## config.mk

```make
export PLATFORM = sky130hd
export DESIGN_NAME = stopwatch_ctrl
export DESIGN_NICKNAME = d
export VERILOG_FILES = /design/src/rtl/stopwatch_ctrl.sv
export SDC_FILE = /design/constraint.sdc
export NUM_CORES = 1
export LEC_CHECK = 0
export ABC_AREA = 1
export BUFFER_PORTS_ARGS = -buffer_cell sky130_fd_sc_hd__buf_4
export CAP_MARGIN = 20
export CORE_MARGIN = 4
export CORE_UTILIZATION = 40
export CTS_BUF_LIST = sky130_fd_sc_hd__clkbuf_8 sky130_fd_sc_hd__clkbuf_16
export CTS_CLUSTER_SIZE = 10
export DETAILED_ROUTE_END_ITERATION = 7
export PLACE_DENSITY_LB_ADDON = 0.25
export RECOVER_POWER = 25
export SLEW_MARGIN = 25
export SYNTH_ARGS = -nofsm -noshare
export SYNTH_HDL_FRONTEND = slang
export SYNTH_SLANG_ARGS = --single-unit
```

## constraint.sdc

```tcl
create_clock -name clk_i -period 3.24 [get_ports clk_i]
set_input_delay 0.162 -clock clk_i [delete_from_list [all_inputs] [get_ports clk_i]]
set_output_delay 0.162 -clock clk_i [all_outputs]
set_load 0.02 [all_outputs]
```

## src/rtl/stopwatch_ctrl.sv

```systemverilog
// stopwatch_ctrl: front end for the 0-999 s counter / BCD display.
// Conditions the raw active-low start/stop and clear keys (2-FF sync,
// debounce, press-edge detect), sequences IDLE/RUN/PAUSE and produces the
// one-cycle 1 s count-enable tick plus the one-cycle clear pulse.
// Build option STEP_KEY_EN: adds a single-step key that emits one tick
// while stopped (IDLE or PAUSE).
//
// state  | meaning
// -------+-------------------------------------------------------------
// IDLE   | stopped and cleared, prescaler held at 0
// RUN    | prescaler counting, tick every COUNT_1S cycles
// PAUSE  | stopped, prescaler frozen so the partial second survives
module stopwatch_ctrl #(
  parameter int COUNT_1S        = 50_000_000,
  parameter int DEBOUNCE_CYCLES = 1_000_000,
  parameter int PW              = 26,
  parameter int DW              = 20
) (
  input  logic       clk_i,
  input  logic       rst_i,
  input  logic       key_start_n_i,
  input  logic       key_clear_n_i,
  input  logic       key_step_n_i,
  output logic       tick_o,
  output logic       clear_o,
  output logic [1:0] state_o,
  output logic       running_o
);

`ifdef STEP_KEY_EN
  localparam int NK     = 3;
  localparam int K_STEP = 2;
`else
  localparam int NK     = 2;
`endif
  localparam int K_START = 0;
  localparam int K_CLEAR = 1;

  localparam logic [DW-1:0] DEB_MAX = DW'(DEBOUNCE_CYCLES - 1);
  localparam logic [PW-1:0] PRE_MAX = PW'(COUNT_1S - 1);

  typedef enum logic [1:0] {
    S_IDLE  = 2'd0,
    S_RUN   = 2'd1,
    S_PAUSE = 2'd2
  } state_t;

  logic [NK-1:0] keys_n;
`ifdef STEP_KEY_EN
  assign keys_n = {key_step_n_i, key_clear_n_i, key_start_n_i};
`else
  logic unused_step;
  assign unused_step = key_step_n_i;
  assign keys_n      = {key_clear_n_i, key_start_n_i};
`endif

  logic [NK-1:0] sync1_q, sync2_q, deb_q, deb_d, deb_dly_q, evt_q;
  logic [DW-1:0] cnt_q [NK];
  logic [DW-1:0] cnt_d [NK];

  state_t        state_q, state_d;
  logic [PW-1:0] pre_q, pre_d;
  logic          tick_q, tick_d, clear_q, clear_d, running_q, running_d;
  logic          start_evt, clr_evt;

  assign start_evt = evt_q[K_START];
  assign clr_evt   = evt_q[K_CLEAR];

  // Debounce: accept a new level only after DEBOUNCE_CYCLES consecutive differing cycles
  always_comb begin
    for (int k = 0; k < NK; k++) begin
      deb_d[k] = deb_q[k];
      cnt_d[k] = '0;
      if (sync2_q[k] != deb_q[k]) begin
        if (cnt_q[k] == DEB_MAX) deb_d[k] = sync2_q[k];
        else                     cnt_d[k] = cnt_q[k] + DW'(1);
      end
    end
  end

  // Key conditioning registers; reset to released so reset exit makes no press
  always_ff @(posedge clk_i) begin
    if (rst_i) begin
      sync1_q   <= '1;
      sync2_q   <= '1;
      deb_q     <= '1;
      deb_dly_q <= '1;
      evt_q     <= '0;
      for (int k = 0; k < NK; k++) cnt_q[k] <= '0;
    end else begin
      sync1_q   <= keys_n;
      sync2_q   <= sync1_q;
      deb_q     <= deb_d;
      deb_dly_q <= deb_q;
      evt_q     <= deb_dly_q & ~deb_q;
      for (int k = 0; k < NK; k++) cnt_q[k] <= cnt_d[k];
    end
  end

  // FSM state register
  always_ff @(posedge clk_i) begin
    if (rst_i) state_q <= S_IDLE;
    else       state_q <= state_d;
  end

  // FSM next state: clear beats start when both arrive together
  always_comb begin
    state_d = state_q;
    if (clr_evt) begin
      state_d = S_IDLE;
    end else if (start_evt) begin
      case (state_q)
        S_IDLE:  state_d = S_RUN;
        S_RUN:   state_d = S_PAUSE;
        S_PAUSE: state_d = S_RUN;
        default: state_d = S_IDLE;
      endcase
    end
  end

  // FSM outputs, evaluated on the pre-edge state so a wrap on the leaving edge still ticks
  always_comb begin
    tick_d    = (state_q == S_RUN) && (pre_q == PRE_MAX);
`ifdef STEP_KEY_EN
    if (evt_q[K_STEP] && (state_q != S_RUN) && !clr_evt) tick_d = 1'b1;
`endif
    clear_d   = clr_evt;
    running_d = (state_d == S_RUN);
  end

  // Prescaler next value: count in RUN, freeze in PAUSE, zero in IDLE or on clear
  always_comb begin
    pre_d = pre_q;
    if (clr_evt) begin
      pre_d = '0;
    end else begin
      case (state_q)
        S_RUN:   pre_d = (pre_q == PRE_MAX) ? '0 : pre_q + PW'(1);
        S_PAUSE: pre_d = pre_q;
        default: pre_d = '0;
      endcase
    end
  end

  // Prescaler and registered outputs
  always_ff @(posedge clk_i) begin
    if (rst_i) begin
      pre_q     <= '0;
      tick_q    <= 1'b0;
      clear_q   <= 1'b0;
      running_q <= 1'b0;
    end else begin
      pre_q     <= pre_d;
      tick_q    <= tick_d;
      clear_q   <= clear_d;
      running_q <= running_d;
    end
  end

  assign tick_o    = tick_q;
  assign clear_o   = clear_q;
  assign state_o   = state_q;
  assign running_o = running_q;

endmodule

```

==> results of run 1 <==
## sequential cells by signal, summed over array words and instances, names as in the netlist
register	count
cnt_q	40
deb_dly_q	2
clear_o	1
state_o	2
pre_q	26
running_o	1
tick_o	1
evt_q	2
sync2_q	2
sync1_q	2
deb_q	2
## worst min path at each step
stage	slack [ns]	end	cells after the start	startpoint
final	0.02	evt_q[1]	2	rst_i
after global routing	0.02	evt_q[1]	2	rst_i
after CTS	0.02	evt_q[1]	2	rst_i
after detailed placement	0.35	sync1_q[1]	2	key_clear_n_i
after global placement	0.35	sync1_q[1]	2	key_clear_n_i
after floorplan	0.23	clear_o	1	rst_i
## logic make-up (layout without fill, tap and decap cells)
| kind of cell | Yosys count | count (layout) |
|---|---|---|
| fa+ha+maj | 3 | 3 |
| simple gates | 368 | 368 |
| buf+inv | 67 | 86 |
| compound gates | 58 | 58 |
| flops | 81 | 81 |
| xor+xnor | 21 | 21 |
## worst max-delay path, delay by kind of cell, from the launching register on
kind	cells	cell delay [ns]
simple gates	7	1.39
flops	1	0.36
fa+ha+maj	1	0.17
## layer usage
layer | GRT usage [%] | vias up | share of wire (%)
met4 | 5.32 | 0 | 1.5
met3 | 4.09 | 10 | 2.8
li1 | - | 1945 | -
met2 | 27.6 | 40 | 47
met5 | 0 | - | 0
met1 | 18.7 | 1634 | 49
## area by class of cell
type / count / area, um2
clock buffers: 10 / 138
flip-flops and latches: 81 / 1620
clock inverters: 6 / 66.3
fillers: 1070 / 5380
repair buffers: 12 / 76.3
multi-input cells: 450 / 2160
well taps: 133 / 166
inverters: 58 / 218
## metrics by stage
stage               hold WS, ns  setup slack, ns
floorplan                 0.233             1.76
global placement          0.349             1.28
detailed placement        0.349             1.24
CTS                      0.0193             1.23
global route             0.0194            0.925
finish                   0.0247             1.17
## repair_timing
item                       4_1_cts  5_1_grt
hold endpoints to repair         2        0
setup endpoints to repair        0        0
hold buffers                     2        0
## cells in the final DEF, fill, tap and decap left out, types with 3 or more instances in the layout
cell type	instances
buf_4	3
nand4_1	18
dfxtp_1	81
clkbuf_1	5
nor3_1	23
inv_2	10
xnor2_1	9
nor2_1	102
nand3_1	33
nand2_2	9
nor2_2	8
xor2_1	12
or2_2	8
ha_1	3
nor2_4	4
nand2_1	151
o21ai_0	6
a21oi_1	43
nand3b_1	4
inv_1	49
o21ai_1	4
clkbuf_8	10
## report_power, final
part           total [W]  internal, W  switching [W]
sequential      0.000999     0.000997     0.00000162
combinational  0.0000219   0.00000730      0.0000146
clock           0.000755     0.000378       0.000377
==> results.py, run 1 <==
metrics = {
    "status": {
        "run_status": "finished, final reports clean",
    },
    "floorplanning": {
        "fp.dieW_um": 109,
        "boundaryPins": 10,
        "initial_core_util_pct": 41.4,
        "die_area_um2": 11800,
        "core_area_um2": 9820,
        "rows": 36,
        "die_height_um": 109,
    },
    "logic_synthesis": {
        "synth-edff-count": 0,
        "ys_ff_latch": 81,
        "synth_compound_area_share_pct": 7.42,
        "synth_common_cells": "151 x nand2_1, 98 x nor2_1, 81 x dfxtp_1",
        "synth_ff_type": "dfxtp_1",
        "synth_cells": 598,
        "seq_area_frac_synth_pct": 39.9,
        "ys_top_cells_by_area": "dfxtp_1 40%, nand2_1 14%, nor2_1 9.1%, a21oi_1 5.3%, inv_1 4.4%",
        "synth_cell_types": 34,
        "synthSimpleGateAreaFrac_pct": 40.6,
        "syn_nets": 606,
        "synth.most_common_cell": "nand2_1",
        "yosys_warnings": 0,
        "yosys.area_share.xor_xnor_pct": 4.53,
        "synth_fa_ha_area_share_pct": 0.924,
        "synth_top_area_cell": "dfxtp_1",
        "synth_top_area_share_pct": 39.9,
        "syn_area_per_cell_um2": 6.80,
        "synthArstFlopShare_pct": 0,
        "synth_top_family_by_area": "simple AND/OR/NAND/NOR gates",
        "synth.area.mux_share_pct": 0,
        "synthesis.area_um2": 4060,
    },
    "place": {
        "post_dp_cell_area_um2": 4250,
        "dp_cells": 732,
        "place.detailed.hpwl_mm": 6.10,
        "port_buffers": 8,
        "gp_congestion": 0.862,
    },
    "setup_path": {
        "endpoint": "cnt_q[0][18]",
        "worst_r2r_path_depth": 8,
        "critPathArrivalTime_ns": 2.28,
        "cp-start-kind": "flop",
        "cp_data_required_time_ns": 3.45,
        "critPathLaunch": "cnt_q[0][0]",
        "critPathSlowestCell": "nand3_1",
        "crit_path_max_fanout": 20,
        "ff2ff_setup_slack_ns": 1.17,
        "r2r-start": "cnt_q[0][0]",
        "end_kind": "flop",
        "cp_cell_sequence": "ha_1 -> nand2_1 -> nor2_1 -> nand3_1 -> nor2_1 -> nand3_1 -> nand3_1 -> nor2_1",
        "max_stage_delay_ns": 0.57,
        "path_class": "flop to flop",
        "reg2reg_to": "cnt_q[0][18]",
    },
    "global_route": {
        "grt_max_degree": 21,
        "grt_overflow": 0,
        "antenna_found_initial": 0,
        "grt_pass1_wl_mm": 15.1,
        "grt_pass1_vias": 3492,
        "grt_use_total_pct": 15.8,
    },
    "cts": {
        "cts_setup_buffers": 0,
        "clock-sinks": 81,
        "cts_max_level": 3,
        "cts_buffer_depth": 2,
        "clk_pin_slew_ns": 0.09,
        "clock_latency_ns": 0.35,
        "ctsResizeCount": 0,
        "tritoncts": "done",
        "numCtsBuffers": 9,
        "root_buffer": "clkbuf_8",
    },
    "cells_and_area": {
        "syn2layout_area_growth_pct": 9.36,
        "nNetsFinal": 620,
        "fin_cells": 750,
        "finish.instance_area_um2": 4440,
        "post-route-util_pct": 45.3,
        "drive_gt1_share_pct": 9.89,
        "num_antenna_cells": 0,
    },
    "timing": {
        "tns_ns": 0,
        "skew_ns": 0.00847,
        "hold_viol_final": 0,
        "drv_slew": 0,
        "layout_min_cycle_time_ns": 2.07,
        "max_freq_mhz": 483,
        "rsz0062_at_grt": "false",
        "timing.final.crit_share_pct": 63.9,
        "max_slew_margin_pct": 38.2,
        "setup-violations-final": 0,
        "tightestPinTransition_ns": 0.924,
    },
    "power_and_ir_drop": {
        "p_per_area_nw_per_um2": 400,
        "power_w": 0.00178,
        "peakVddDrop_mv": 0.259,
        "leakage_nw": 1.43,
    },
    "routing": {
        "drt_pre_antenna_iters": 4,
        "wl_mm": 8.54,
        "post_drt_wl_per_cell_um": 11.4,
        "viasPerCell": 4.84,
        "drtAntennaViolNets": 0,
        "drc_errors": 0,
        "vias": 3629,
        "drtIter0Drc": 144,
    },
    "run": {
        "maxCapViolCount": 0,
    },
    "hold_path": {
        "min_path_type": "primary input to flop",
    },
}
(Power assumes the default switching activity.)
==> run 2: changes to the inputs <==
==> constraint.sdc (replaced) <==
create_clock -name clk_i -period 1.8 [get_ports clk_i]
set_input_delay 0.09 -clock clk_i [delete_from_list [all_inputs] [get_ports clk_i]]
set_output_delay 0.09 -clock clk_i [all_outputs]
set_load 0.02 [all_outputs]
==> run 2 against run 1 <==
Total power is 76% higher. First-iteration DRC count is 9.7% higher. Clock-buffer cell count is 1 lower. Clock skew is 0.0015 ns higher. Wire length is 2.4% higher. Largest cell class unchanged. Largest power group unchanged.
==> results.py, run 2 (synthesized netlist as in run 1, its figures left out) <==
metrics = {
    "setup_path": {
        "ff2ff_setup_slack_ns": 0.14,
        "cp_common_cell": "nand2_1",
        "critPathLaunch": "pre_q[0]",
        "worst-path-buf-inv": 0,
        "max_stage_delay_ns": 0.38,
        "end_kind": "flop",
        "cp_cell_sequence": "ha_1 -> nand2_1 -> nor2_2 -> nand2_2 -> nor2_2 -> nand2_1 -> nor2_1 -> nand2_1 -> nand2_1 -> a21oi_1",
        "reg2reg_to": "pre_q[22]",
        "critPathArrivalTime_ns": 1.91,
        "path_delay_family": "simple AND/OR/NAND/NOR gates",
        "r2r-start": "pre_q[0]",
        "cp_data_required_time_ns": 2.06,
        "crit_path_max_fanout": 6,
        "cp-start-kind": "flop",
        "worst_r2r_path_depth": 10,
        "critPathSlowestCell": "dfxtp_1",
        "path_class": "flop to flop",
    },
    "floorplanning": {
        "rows": 36,
        "initial_core_util_pct": 41.4,
        "fp.dieW_um": 109,
        "core_area_um2": 9820,
        "die_area_um2": 11800,
        "die_height_um": 109,
        "boundaryPins": 10,
    },
    "global_route": {
        "grt_overflow": 0,
        "top_usage_layer": "met2",
        "met3_usage_pct": 3.43,
        "grt_pass1_vias": 3460,
        "grt_pass1_wl_mm": 15.4,
        "use_met2_pct": 27.0,
        "grt_use_total_pct": 16.0,
        "antenna_found_initial": 0,
        "gr-usage-met1_pct": 20.3,
        "grt_max_degree": 25,
    },
    "power_and_ir_drop": {
        "peakVddDrop_mv": 0.389,
        "intPower_w": 0.00235,
        "p_per_area_nw_per_um2": 684,
        "p_seq_share_pct": 57.6,
        "switching_share_pct": 24.7,
        "leakage_nw": 1.48,
        "power.switching_w": 0.000770,
        "power_w": 0.00312,
        "combPwrFrac_pct": 1.7,
        "p_clk_share_pct": 40.7,
    },
    "cts": {
        "root_buffer": "clkbuf_8",
        "clock-sinks": 81,
        "numCtsBuffers": 9,
        "clock_latency_ns": 0.36,
        "clk_pin_slew_ns": 0.09,
        "tritoncts": "done",
        "cts_max_level": 3,
        "cts_buffer_depth": 2,
    },
    "cells_and_area": {
        "filler_cell_count": 1053,
        "nNetsFinal": 630,
        "reg.largest.list": "cnt_q (40), pre_q (26)",
        "final_common_cell": "nand2_1",
        "final_cell_mix": "151 x nand2_1, 96 x nor2_1, 81 x dfxtp_1",
        "num_antenna_cells": 0,
        "drive_gt1_share_pct": 12.0,
        "largest-register": "cnt_q",
        "syn2layout_area_growth_pct": 12.3,
        "largest_register_ffs": 40,
        "finish.instance_area_um2": 4560,
        "post-route-util_pct": 46.5,
    },
    "timing": {
        "drv_slew": 0,
        "skew_ns": 0.00999,
        "tightestPinTransition_ns": 0.448,
        "rsz0062_at_grt": "true",
        "setup-violations-final": 0,
        "max_freq_mhz": 604,
        "hold_viol_final": 0,
        "layout_min_cycle_time_ns": 1.66,
        "timing.final.crit_share_pct": 92.0,
        "max_slew_margin_pct": 70.0,
    },
    "routing": {
        "wl_mm": 8.75,
        "drtIter0Drc": 158,
        "drt_pre_antenna_iters": 4,
        "drc_errors": 0,
        "drtAntennaViolNets": 0,
        "post_drt_wl_per_cell_um": 11.5,
        "vias": 3681,
        "viasPerCell": 4.84,
    },
    "hold_path": {
        "min_path_type": "flop to flop",
        "hold_path.startpoint": "deb_dly_q[0]",
        "hold_end": "evt_q[0]",
        "min_path_cells": 2,
    },
    "place": {
        "gp_congestion": 0.928,
        "port_buffers": 8,
        "post_dp_cell_area_um2": 4330,
        "place.detailed.hpwl_mm": 6.25,
    },
    "status": {
        "run_status": "finished, final reports clean",
    },
    "run": {
        "maxCapViolCount": 0,
    },
}
## run 2: cell count changes in the layout (fill, tap and decap cells not counted), sizes merged
cell,delta
clkbuf,-3
clkinvlp,-2
inv,+3
buf,+9
dlygate4sd3,+3
bufinv,-1
clkinv,+1
## run 2: area by class of cell
class | instances | area (um2) | share of cell area (%)
Sequential cell | 81 | 1620 | 35.5
Multi-Input combinational cell | 450 | 2190 | 48.0
Clock buffer | 9 | 124 | 2.71
Tap cell | 133 | 166 | 3.65
Clock inverter | 7 | 61.3 | 1.34
Inverter | 58 | 218 | 4.77
Timing Repair Buffer | 22 | 184 | 4.03
## run 2: what timing repair did
action,4_1_cts,5_1_grt
hold endpoints to repair,6,0
hold buffers,5,0
endpoints found under the setup margin,0,37
setup buffers,0,0
resized for setup,0,4
## run 2: worst max path at each step
stage | depth (start not counted) | slack [ns] | endpoint
after global placement | 10 | 0.17 | pre_q[22]
final | 10 | 0.14 | pre_q[22]
after detailed placement | 9 | 0.12 | cnt_q[0][12]
after CTS | 9 | 0.11 | cnt_q[0][12]
after global routing | 10 | -0.004 | pre_q[1]
after floorplan | 9 | 0.32 | cnt_q[0][12]
## run 2: through the flow
step / hold WS [ns] / std cells / setup WS [ns] / setup TNS (ns)
after global placement: 0.277 / 739 / 0.172 / 0
after floorplan: 0.161 / 598 / 0.318 / 0
final: 0.412 / 760 / 0.144 / 0
after detailed placement: 0.279 / 739 / 0.116 / 0
after global routing: 0.432 / 760 / -0.00441 / -0.00504
after CTS: 0.415 / 760 / 0.107 / 0
## run 2: worst min-delay path: cells and delay by family (launching register included)
kind / cells / cell delay (ns)
buf+inv: 1 / 0.04
flops: 1 / 0.30
simple gates: 1 / 0.03
## run 2: power groups by stage
stage               sequential (W)  combinational, W  clock (W)
global route               0.00180         0.0000591    0.00141
detailed placement         0.00184         0.0000452          0
finish                     0.00180         0.0000530    0.00127
floorplan                  0.00184         0.0000244          0
global placement           0.00184         0.0000448          0
CTS                        0.00180         0.0000536    0.00133
## run 2: metal layers
metal	vias to the layer above	share of wire [%]
li1	1963	-
met1	1678	49
met2	36	48
met3	4	2.5
met4	0	0.75
met5	-	0
==> run 3: changes to the inputs <==
--- a/config.mk
+++ b/config.mk
@@ -15,6 +15,7 @@
 export DETAILED_ROUTE_END_ITERATION = 7
 export PLACE_DENSITY_LB_ADDON = 0.25
 export RECOVER_POWER = 25
+export REMOVE_ABC_BUFFERS = 1
 export SLEW_MARGIN = 25
 export SYNTH_ARGS = -nofsm -noshare
 export SYNTH_HDL_FRONTEND = slang
==> run 3 against run 2 <==
Total power grew 8.4%. Largest power group unchanged. Final area grew 1.3%. Wire length shrank 0.59%. Sequential share of layout area shrank 0.43 points. Largest cell class unchanged. Core utilization grew 0.60 points. First-iteration DRC count shrank 20%. Critical path depth shrank 1. Clock-buffer cell count is the same. Hold slack gained 0.0013 ns.
==> results.py, run 3 (synthesized netlist as in run 1, its figures left out) <==
metrics = {
    "setup_path": {
        "max_stage_delay_ns": 0.36,
        "r2r-start": "pre_q[0]",
        "critPathArrivalTime_ns": 1.89,
        "reg2reg_to": "pre_q[0]",
        "cp_cell_sequence": "ha_1 -> nand2_1 -> nor2_4 -> inv_2 -> nor2_4 -> nand3_2 -> nand2_2 -> inv_2 -> o21a_1",
        "path_class": "flop to flop",
        "end_kind": "flop",
        "critPathLaunch": "pre_q[0]",
        "crit_path_max_fanout": 14,
        "critPathSlowestCell": "dfxtp_2",
        "path_delay_family": "simple AND/OR/NAND/NOR gates",
        "cp-start-kind": "flop",
        "ff2ff_setup_slack_ns": 0.15,
        "cp_data_required_time_ns": 2.04,
        "worst_r2r_path_depth": 9,
        "worst-path-buf-inv": 2,
    },
    "floorplanning": {
        "die_area_um2": 11800,
        "die_height_um": 109,
        "rows": 36,
        "initial_core_util_pct": 41.4,
        "fp.dieW_um": 109,
        "core_area_um2": 9820,
        "boundaryPins": 10,
    },
    "timing": {
        "setup-violations-final": 0,
        "max_slew_margin_pct": 68.1,
        "layout_min_cycle_time_ns": 1.65,
        "skew_ns": 0.0141,
        "timing.final.crit_share_pct": 91.4,
        "tightestPinTransition_ns": 0.479,
        "drv_slew": 0,
        "hold_viol_final": 0,
        "rsz0062_at_grt": "false",
        "tns_ns": 0,
        "max_freq_mhz": 608,
    },
    "cts": {
        "clk_pin_slew_ns": 0.08,
        "cts_buffer_depth": 2,
        "clock_latency_ns": 0.35,
        "numCtsBuffers": 9,
        "cts_setup_buffers": 0,
        "tritoncts": "done",
        "root_buffer": "clkbuf_8",
        "clock-sinks": 81,
        "cts_max_level": 3,
    },
    "global_route": {
        "grt_overflow": 0,
        "use_met2_pct": 28.0,
        "grt_pass1_wl_mm": 15.5,
        "grt_max_degree": 25,
        "met3_usage_pct": 3.37,
        "top_usage_layer": "met2",
        "grt_pass1_vias": 3482,
        "gr-usage-met1_pct": 19.7,
        "antenna_found_initial": 0,
        "grt_use_total_pct": 16.1,
    },
    "routing": {
        "drt_pre_antenna_iters": 4,
        "vias": 3724,
        "post_drt_wl_per_cell_um": 11.4,
        "wl_mm": 8.70,
        "viasPerCell": 4.90,
        "drtIter0Drc": 127,
        "drtAntennaViolNets": 0,
        "drc_errors": 0,
    },
    "hold_path": {
        "min_path_cells": 2,
        "hold_path.startpoint": "deb_dly_q[0]",
        "min_path_type": "flop to flop",
        "hold_end": "evt_q[0]",
    },
    "place": {
        "gp_congestion": 0.910,
        "post_dp_cell_area_um2": 4330,
        "port_buffers": 8,
        "place.detailed.hpwl_mm": 6.33,
        "dp_cells": 739,
    },
    "cells_and_area": {
        "syn2layout_area_growth_pct": 13.7,
        "nNetsFinal": 630,
        "final_cell_mix": "151 x nand2_1, 96 x nor2_1, 80 x dfxtp_1",
        "finish.instance_area_um2": 4620,
        "reg.largest.list": "cnt_q (40), pre_q (26)",
        "filler_cell_count": 1066,
        "largest-register": "cnt_q",
        "drive_gt1_share_pct": 11.5,
        "num_antenna_cells": 0,
        "largest_register_ffs": 40,
        "final_common_cell": "nand2_1",
        "fin_cells": 760,
    },
    "power_and_ir_drop": {
        "power.switching_w": 0.000753,
        "leakage_nw": 1.51,
        "peakVddDrop_mv": 0.391,
        "switching_share_pct": 22.2,
        "intPower_w": 0.00263,
        "p_per_area_nw_per_um2": 732,
        "p_clk_share_pct": 45.3,
        "p_seq_share_pct": 53.2,
        "combPwrFrac_pct": 1.5,
    },
    "run": {
        "maxCapViolCount": 0,
    },
    "status": {
        "run_status": "finished, final reports clean",
    },
}
## run 3: cell count changes in the layout (fill, tap and decap cells not counted), moves of 3 or more
| cell | previous run | this run |
|---|---|---|
| nor2_4 | 5 | 9 |
| nor2_2 | 13 | 9 |
| buf_4 | 10 | 6 |
| inv_6 | 5 | 2 |
| clkbuf_1 | 5 | 9 |
## run 3: worst max path at each step
stage	cells after the start	to	slack (ns)
floorplan	5	pre_q[0]	0.03
global placement	9	cnt_q[0][12]	0.18
detailed placement	10	pre_q[22]	0.12
CTS	10	pre_q[22]	0.10
global route	9	cnt_q[0][12]	0.01
finish	9	pre_q[0]	0.15
## run 3: cell type report
type / count / area, um2 / share of cell area [%]
multi-input combinational: 450 / 2210 / 47.9
clock inverter: 7 / 109 / 2.36
clock buffer: 9 / 124 / 2.68
timing repair buffer: 22 / 169 / 3.65
sequential: 81 / 1620 / 35.1
tap: 133 / 166 / 3.60
inverter: 58 / 218 / 4.71
## run 3: power groups by stage
stage	Combinational [W]	Clock, W	Sequential [W]
after floorplan	0.0000210	0	0.00184
after global placement	0.0000445	0	0.00184
after detailed placement	0.0000454	0	0.00184
after CTS	0.0000536	0.00159	0.00180
after global routing	0.0000574	0.00166	0.00180
final	0.0000512	0.00153	0.00180
## run 3: metal layers
layer  routed length, um  vias up
met5                   0        -
met4                 159        0
met3                 206       15
met2                4190       50
met1                4150     1691
li1                    -     1968
## run 3: tightest hold or removal path, cell delays in order, from the launching register on
cell and delay [ns]:
dfxtp_1 0.31, inv_1 0.04, nor2_1 0.03
## run 3: through the flow
stage / setup WS (ns) / utilization [%] / hold WS, ns / power [W]
finish: 0.154 / 47.1 / 0.414 / 0.00338
global route: 0.00987 / 47.1 / 0.435 / 0.00352
CTS: 0.102 / 47.0 / 0.419 / 0.00344
detailed placement: 0.122 / 44.1 / 0.280 / 0.00189
global placement: 0.181 / 44.1 / 0.277 / 0.00188
floorplan: 0.0277 / - / 0.161 / 0.00186
## run 3: repair_timing
action,in CTS,in global routing
endpoints found under the setup margin,0,26
endpoints found under the hold margin,6,0
hold buffers,5,0
gates resized for setup,0,10
